$ cat src/rtl/li_pkg.sv
// li_pkg: constants and helpers shared by the LI shell and its input queues.
//   LI_STALL_W   : width of the optional stall counter
//   LI_STALL_MAX : saturation value of the stall counter
//   li_count_w() : bits needed to hold an occupancy of 0..depth
package li_pkg;

  localparam int unsigned LI_STALL_W = 16;
  localparam logic [LI_STALL_W-1:0] LI_STALL_MAX = '1;

  function automatic int unsigned li_count_w(input int unsigned depth);
    return $clog2(depth + 1);
  endfunction

endpackage

$ cat src/rtl/li_link.sv
// li_link: one latency-insensitive link (data + valid forward, stop backward).
//   source modport : drives data/valid, observes stop
//   sink modport   : observes data/valid, drives stop
interface li_link #(
  parameter int unsigned WIDTH = 6
);
  logic [WIDTH-1:0] data;
  logic             valid;
  logic             stop;

  modport source (output data, output valid, input stop);
  modport sink   (input data, input valid, output stop);
endinterface

$ cat src/rtl/li_queue.sv
// li_queue: circular-buffer input queue of the LI shell.
//   clk, reset : clock, asynchronous active-high reset
//   push       : enqueue push_data this cycle (never asserted when full)
//   push_data  : packet payload
//   pop        : dequeue the head this cycle (never asserted when empty)
//   head       : oldest entry, forced to 0 when empty
//   count      : current occupancy
//   stop       : registered back-pressure, high while the queue is full
module li_queue
  import li_pkg::*;
#(
  parameter int unsigned WIDTH = 6,
  parameter int unsigned DEPTH = 2
) (
  input  logic                          clk,
  input  logic                          reset,
  input  logic                          push,
  input  logic [WIDTH-1:0]              push_data,
  input  logic                          pop,
  output logic [WIDTH-1:0]              head,
  output logic [li_count_w(DEPTH)-1:0]  count,
  output logic                          stop
);

  localparam int unsigned PW = $clog2(DEPTH);
  localparam int unsigned CW = li_count_w(DEPTH);

  logic [WIDTH-1:0] mem [DEPTH];
  logic [PW-1:0]    wr_ptr;
  logic [PW-1:0]    rd_ptr;
  logic [CW-1:0]    cnt;
  logic [CW-1:0]    cnt_next;

  always_comb begin
    cnt_next = cnt + CW'(push) - CW'(pop);
  end

  // Pointers wrap naturally because DEPTH is a power of two.
  always_ff @(posedge clk or posedge reset) begin
    if (reset) begin
      wr_ptr <= '0;
      rd_ptr <= '0;
      cnt    <= '0;
      stop   <= 1'b0;
    end else begin
      if (push) wr_ptr <= wr_ptr + PW'(1);
      if (pop)  rd_ptr <= rd_ptr + PW'(1);
      cnt  <= cnt_next;
      // Stop is derived from the post-update occupancy so the upstream
      // relay station sees it one cycle after the filling push.
      stop <= (cnt_next == CW'(DEPTH));
    end
  end

  // Storage needs no reset: head is masked whenever the queue is empty.
  always_ff @(posedge clk) begin
    if (push) mem[wr_ptr] <= push_data;
  end

  assign head  = (cnt != '0) ? mem[rd_ptr] : '0;
  assign count = cnt;

endmodule

$ cat src/rtl/li_shell.sv
// li_shell: latency-insensitive shell around a combinational two-operand pearl.
//   clk, reset  : clock, asynchronous active-high reset
//   in_a, in_b  : operand links (sink side; stop is registered)
//   out_link    : registered result link (source side)
//   pearl_in_a/b: queue heads fed to the pearl (0 when empty)
//   pearl_out   : combinational pearl result
//   pearl_en    : fire strobe for stateful pearls
//   stall_count : saturating count of cycles with queued data but no fire;
//                 present only when LI_SHELL_STALL_COUNT_EN is defined
module li_shell
  import li_pkg::*;
#(
  parameter int unsigned WIDTH = 6,
  parameter int unsigned DEPTH = 2
) (
  input  logic              clk,
  input  logic              reset,
  li_link.sink              in_a,
  li_link.sink              in_b,
  li_link.source            out_link,
  output logic [WIDTH-1:0]  pearl_in_a,
  output logic [WIDTH-1:0]  pearl_in_b,
  input  logic [WIDTH-1:0]  pearl_out,
  output logic              pearl_en
`ifdef LI_SHELL_STALL_COUNT_EN
  ,
  output logic [LI_STALL_W-1:0] stall_count
`endif
);

  localparam int unsigned CW = li_count_w(DEPTH);

  logic [CW-1:0] count_a;
  logic [CW-1:0] count_b;
  logic          push_a;
  logic          push_b;
  logic          out_ready;
  logic          fire;

  always_comb begin
    push_a = in_a.valid & ~in_a.stop;
    push_b = in_b.valid & ~in_b.stop;
  end

  li_queue #(
    .WIDTH (WIDTH),
    .DEPTH (DEPTH)
  ) u_queue_a (
    .clk       (clk),
    .reset     (reset),
    .push      (push_a),
    .push_data (in_a.data),
    .pop       (fire),
    .head      (pearl_in_a),
    .count     (count_a),
    .stop      (in_a.stop)
  );

  li_queue #(
    .WIDTH (WIDTH),
    .DEPTH (DEPTH)
  ) u_queue_b (
    .clk       (clk),
    .reset     (reset),
    .push      (push_b),
    .push_data (in_b.data),
    .pop       (fire),
    .head      (pearl_in_b),
    .count     (count_b),
    .stop      (in_b.stop)
  );

  // A void output may be overwritten even while downstream is stopping.
  always_comb begin
    out_ready = ~out_link.valid | ~out_link.stop;
    fire      = (count_a != '0) & (count_b != '0) & out_ready;
  end

  assign pearl_en = fire;

  always_ff @(posedge clk or posedge reset) begin
    if (reset) begin
      out_link.valid <= 1'b0;
      out_link.data  <= '0;
    end else if (fire) begin
      out_link.valid <= 1'b1;
      out_link.data  <= pearl_out;
    end else if (out_link.valid && !out_link.stop) begin
      out_link.valid <= 1'b0;
    end
  end

`ifdef LI_SHELL_STALL_COUNT_EN
  logic [LI_STALL_W-1:0] stall_cnt;

  always_ff @(posedge clk or posedge reset) begin
    if (reset) begin
      stall_cnt <= '0;
    end else if (((count_a != '0) || (count_b != '0)) && !fire &&
                 (stall_cnt != LI_STALL_MAX)) begin
      stall_cnt <= stall_cnt + LI_STALL_W'(1);
    end
  end

  assign stall_count = stall_cnt;
`endif

endmodule

$ cat src/flat_wrapper.sv
// flat-port wrapper written by rule: the top's interface ports become plain ports
module li_shell_flat import li_pkg::*;
#(
  parameter int unsigned WIDTH = 6,
  parameter int unsigned DEPTH = 2
)
  (clk, reset, pearl_in_a, pearl_in_b, pearl_out, pearl_en, in_a_data, in_a_valid, in_a_stop, in_b_data, in_b_valid, in_b_stop, out_link_data, out_link_valid, out_link_stop);
  li_link #(.WIDTH(WIDTH)) in_a_i ();
  li_link #(.WIDTH(WIDTH)) in_b_i ();
  li_link #(.WIDTH(WIDTH)) out_link_i ();
  input  logic clk;
  input  logic reset;
  output logic [WIDTH-1:0] pearl_in_a;
  output logic [WIDTH-1:0] pearl_in_b;
  input  logic [WIDTH-1:0] pearl_out;
  output logic pearl_en;
  input wire logic [$bits(in_a_i.data)-1:0] in_a_data;
  input wire logic [$bits(in_a_i.valid)-1:0] in_a_valid;
  output wire logic [$bits(in_a_i.stop)-1:0] in_a_stop;
  input wire logic [$bits(in_b_i.data)-1:0] in_b_data;
  input wire logic [$bits(in_b_i.valid)-1:0] in_b_valid;
  output wire logic [$bits(in_b_i.stop)-1:0] in_b_stop;
  output wire logic [$bits(out_link_i.data)-1:0] out_link_data;
  output wire logic [$bits(out_link_i.valid)-1:0] out_link_valid;
  input wire logic [$bits(out_link_i.stop)-1:0] out_link_stop;
  assign in_a_i.data = in_a_data;
  assign in_a_i.valid = in_a_valid;
  assign in_a_stop = in_a_i.stop;
  assign in_b_i.data = in_b_data;
  assign in_b_i.valid = in_b_valid;
  assign in_b_stop = in_b_i.stop;
  assign out_link_data = out_link_i.data;
  assign out_link_valid = out_link_i.valid;
  assign out_link_i.stop = out_link_stop;
  li_shell #(.WIDTH(WIDTH), .DEPTH(DEPTH)) u_core (.clk(clk), .reset(reset), .in_a(in_a_i), .in_b(in_b_i), .out_link(out_link_i), .pearl_in_a(pearl_in_a), .pearl_in_b(pearl_in_b), .pearl_out(pearl_out), .pearl_en(pearl_en));
endmodule
$ cat config.mk
export PLATFORM = sky130hd
export DESIGN_NAME = li_shell_flat
export DESIGN_NICKNAME = d
export VERILOG_FILES = /design/src/rtl/li_pkg.sv /design/src/rtl/li_link.sv /design/src/rtl/li_queue.sv /design/src/rtl/li_shell.sv /design/src/flat_wrapper.sv
export SDC_FILE = /design/constraint.sdc
export NUM_CORES = 1
export LEC_CHECK = 0
export CORE_ASPECT_RATIO = 0.7
export CORE_MARGIN = 5
export CORE_UTILIZATION = 51
export DETAILED_ROUTE_END_ITERATION = 10
export HOLD_SLACK_MARGIN = 0.12
export PLACE_DENSITY_LB_ADDON = 0.1
export SYNTH_ARGS = -nofsm -noshare
export SYNTH_HDL_FRONTEND = slang
export SYNTH_HIERARCHICAL = 1
export SYNTH_SLANG_ARGS = --single-unit
$ cat constraint.sdc
create_clock -name clk -period 5.7 [get_ports clk]
set_input_delay 0.855 -clock clk [delete_from_list [all_inputs] [get_ports clk]]
set_output_delay 0.855 -clock clk [all_outputs]
set_load 0.03 [all_outputs]
==> summary.md <==
| Metric | Value |
|---|---|
| First-pass GRT wire length | roughly 5000 µm |
| DRC viols | 0 |
| CP Capture Type | output pin |
| CTS max path bufs | 2 |
| # nets final | about 190 |
| Slew HR | 0.607 |
| Synth Area in XOR/XNOR | 0.0422 |
| Setup Buffers After CTS | 0 |
| Compound-Gate Fraction of Synth Area | 0.0173 |
| Unrepaired setup endpoints after global routing | no |
| Largest net degree at the start of global routing | 13 |
| Tcrit/Tclk final | 0.581 |
| Die X | 78.2 µm |
| Setup Skew | 0.00171 ns |
| Clock Sinks | 41 |
| Area delta synth->final | 35.1% |
| Fin area | between 0.002 and 0.0025 mm² |
| Worst Setup SP | out_link_stop |
| CP max stage delay | 0.75 ns |
| Routed WL | 2970 µm |
| Run status | completed |
| Adder-Cell Fraction of Synth Area | 0.0302 |
| Syn_nets | 137 |
| Placed cell area | 0.00214 mm² |
| CTS root buffer | clkbuf_8 |
| Synthesized area per cell | 15.1 µm² |
| CTS tree | built |
| Worst path arrival time | 2.46 ns |
| Routed Antenna Nets | 0 |
| Maximum vdd drop | 0.333 mV |
| Slew @ Worst Pin | between 0.5 and 0.6 ns |
| Wire per inst | 15.1 µm |
| Initial antenna violation count | 0 |
| Req. time, crit path | around 4.9 ns |
| Ys Warns | 6 |
| Register area share after synthesis | 0.691 |
| Gr usage total | 0.148 |
| Maxcap violations | 0 |
| Initial Utilization | 0.527 |
| Fill cells | 234 |
| Remaining Overflow, GRT | 0 |
| FF-to-FF Start | u_core/u_queue_a/count[1] |
| Min-delay worst type | flip-flop to flip-flop |
| Hold_buf cts | 0 |
| Unique masters post-synth | 16 |
| Yosys reg bits | 41 |
| Peak Freq | 0.302 GHz |
| Iter 0 DRT Violations | 13 |
| Startpoint Class | input pin |
| Vias in the first global route | 1099 |
| IO Pins | 45 |
| Row count | 17 |
| Total Power | 1.40 mW |
| Final hold violation count | 0 |
| Num CTS Buffers | 5 |
| Core footprint | 0.00315 mm² |
| Post-synthesis mux area share | 0.127 |
| Routability cong. | 0.712 |
| Die ar. | 0.00451 mm² |
| Hold path startpoint | u_core/u_queue_a/wr_ptr |
| Crit-path most repeated cell | clkdlybuf4s50_1 |
| Die height | around 58 µm |
| Crit path cell chain | clkdlybuf4s50_1, a21oi_4, clkdlybuf4s50_1 |
| Worst-path clk slew | 0.07 ns |
| ANT cells | 0 |
| Critical setup path kind | input pin to output pin |
| Via/cell ratio | 4.93 |
| Slew Limit Fails | 0 |
| Drt pass-1 iters | 4 |
| Cells after Synth | 110 |
| Routed via count | 971 |
| Main combinational cell family by area after synthesis | multiplexers |
| Setup_tns | 0 ns |
| Slowest cell on the critical path | clkdlybuf4s50_1 |
| Later-pin clock latency in the skew report | 0.28 ns |
| Simple-gate share of the synthesized area | 0.0709 |
| Post_cts resized | 0 |
| Layout cell share with drive strength beyond 1 | 0.0943 |
| Dpl hpwl | 2250 µm |
| H-tree levels | 2 |
| Netlist area before placement | 0.00166 mm² |
| IO buf count | 44 |
| Power density over cell area | 625 mW/mm² |
| Maximum fanout along the worst path | 11 |
| Pleak | 0.912 nW |
| Count of final setup violators | 0 |
| Final min period | 3.31 ns |
kinds of logic after synthesis:
| kind of cell | count (synthesis) |
|---|---|
| fa+ha+maj | 4 |
| xor+xnor | 8 |
| flops | 41 |
| mux | 20 |
| buf+inv | 9 |
| compound gates | 2 |
| simple gates | 26 |
routing by layer:
metal / vias up / track usage / part of all wire
met4: 0 / 0.0599 / 0.013
met3: 4 / 0.0590 / 0.069
li1: 474 / - / -
met2: 33 / 0.235 / 0.46
met5: - / 0 / 0
met1: 460 / 0.183 / 0.46
layout by cell type, fill, tap and decap left out, types with 2 or more instances in the layout:
| master | netlist | routed |
|---|---|---|
| clkdlybuf4s50_1 | 0 | 44 |
| inv_1 | 7 | 7 |
| dfrtp_1 | 17 | 17 |
| ha_1 | 4 | 4 |
| nor2b_1 | 6 | 6 |
| xnor2_1 | 4 | 4 |
| clkbuf_8 | 0 | 5 |
| mux2_1 | 2 | 2 |
| nor2_1 | 16 | 16 |
| mux2i_1 | 12 | 12 |
| edfxtp_1 | 24 | 24 |
| and2_1 | 2 | 2 |
| xor2_1 | 4 | 4 |
| mux2_2 | 6 | 6 |
| nand2_1 | 2 | 2 |
metrics by stage:
step / util / setup slack [ns] / std cells / hold WS (ns)
4_1_cts: 0.712 / 2.37 / 197 / 0.485
3_5_place_dp: 0.679 / 2.38 / 190 / 0.472
6_report: 0.712 / 2.39 / 197 / 0.482
5_1_grt: 0.712 / 2.30 / 197 / 0.527
3_3_place_gp: 0.679 / 2.41 / 190 / 0.470
2_1_floorplan: - / 3.33 / 110 / 0.455
final cells by class:
cell class / instances / area [µm²] / share of cell area
multi-input cells: 60 / 477 / 0.213
clock buffers: 5 / 68.8 / 0.0307
well taps: 38 / 47.5 / 0.0212
inverters: 7 / 26.3 / 0.0117
repair buffers: 44 / 440 / 0.197
clock inverters: 2 / 35.0 / 0.0156
flip-flops and latches: 41 / 1150 / 0.511
Yosys cell counts:
master | instances | area [µm²]
nand2_1 | 2 | 7.51
edfxtp_1 | 24 | 721
xor2_1 | 4 | 35.0
and2_1 | 2 | 12.5
nor2b_1 | 6 | 37.5
xnor2_1 | 4 | 35.0
mux2_1 | 2 | 22.5
mux2_2 | 6 | 67.6
mux2i_1 | 12 | 120
o22ai_2 | 1 | 12.5
inv_1 | 7 | 26.3
buf_2 | 2 | 10.0
nor2_1 | 16 | 60.1
a21oi_4 | 1 | 16.3
ha_1 | 4 | 50.1
dfrtp_1 | 17 | 425
power by group:
group	switching [mW]	internal [mW]	leakage, nW
sequential	0.0734	0.423	0.422
clock	0.0903	0.127	0.0540
combinational	0.375	0.312	0.436
total	0.539	0.862	0.912
worst paths after layout:
path                                                  end  slack (ns)  cells past startpoint
max in group asynchronous         u_core/out_link.data[3]        4.63                      2
worst min register to register    u_core/u_queue_a/wr_ptr        0.48                      1
worst max-delay path                             pearl_en        2.39                      3
worst min-delay path              u_core/u_queue_a/wr_ptr        0.48                      1
min in group asynchronous       u_core/u_queue_b/count[1]        0.84                      2
worst max register to register      u_core/u_queue_b/stop        3.62                      7
critical path, delay by kind of cell:
kind | cells | cell delay (ns)
buffers and inverters | 2 | 1.22
AO/OA/AOI/OAI | 1 | 0.38
flip-flops by register name, summed over array words and instances (netlist names), 2 cells and up:
name                    cells
u_core/u_queue_a/mem       12
u_core/u_queue_b/mem       12
u_core/out_link.data        6
u_core/u_queue_a/count      2
u_core/u_queue_b/count      2
(Power assumes the default switching activity.)
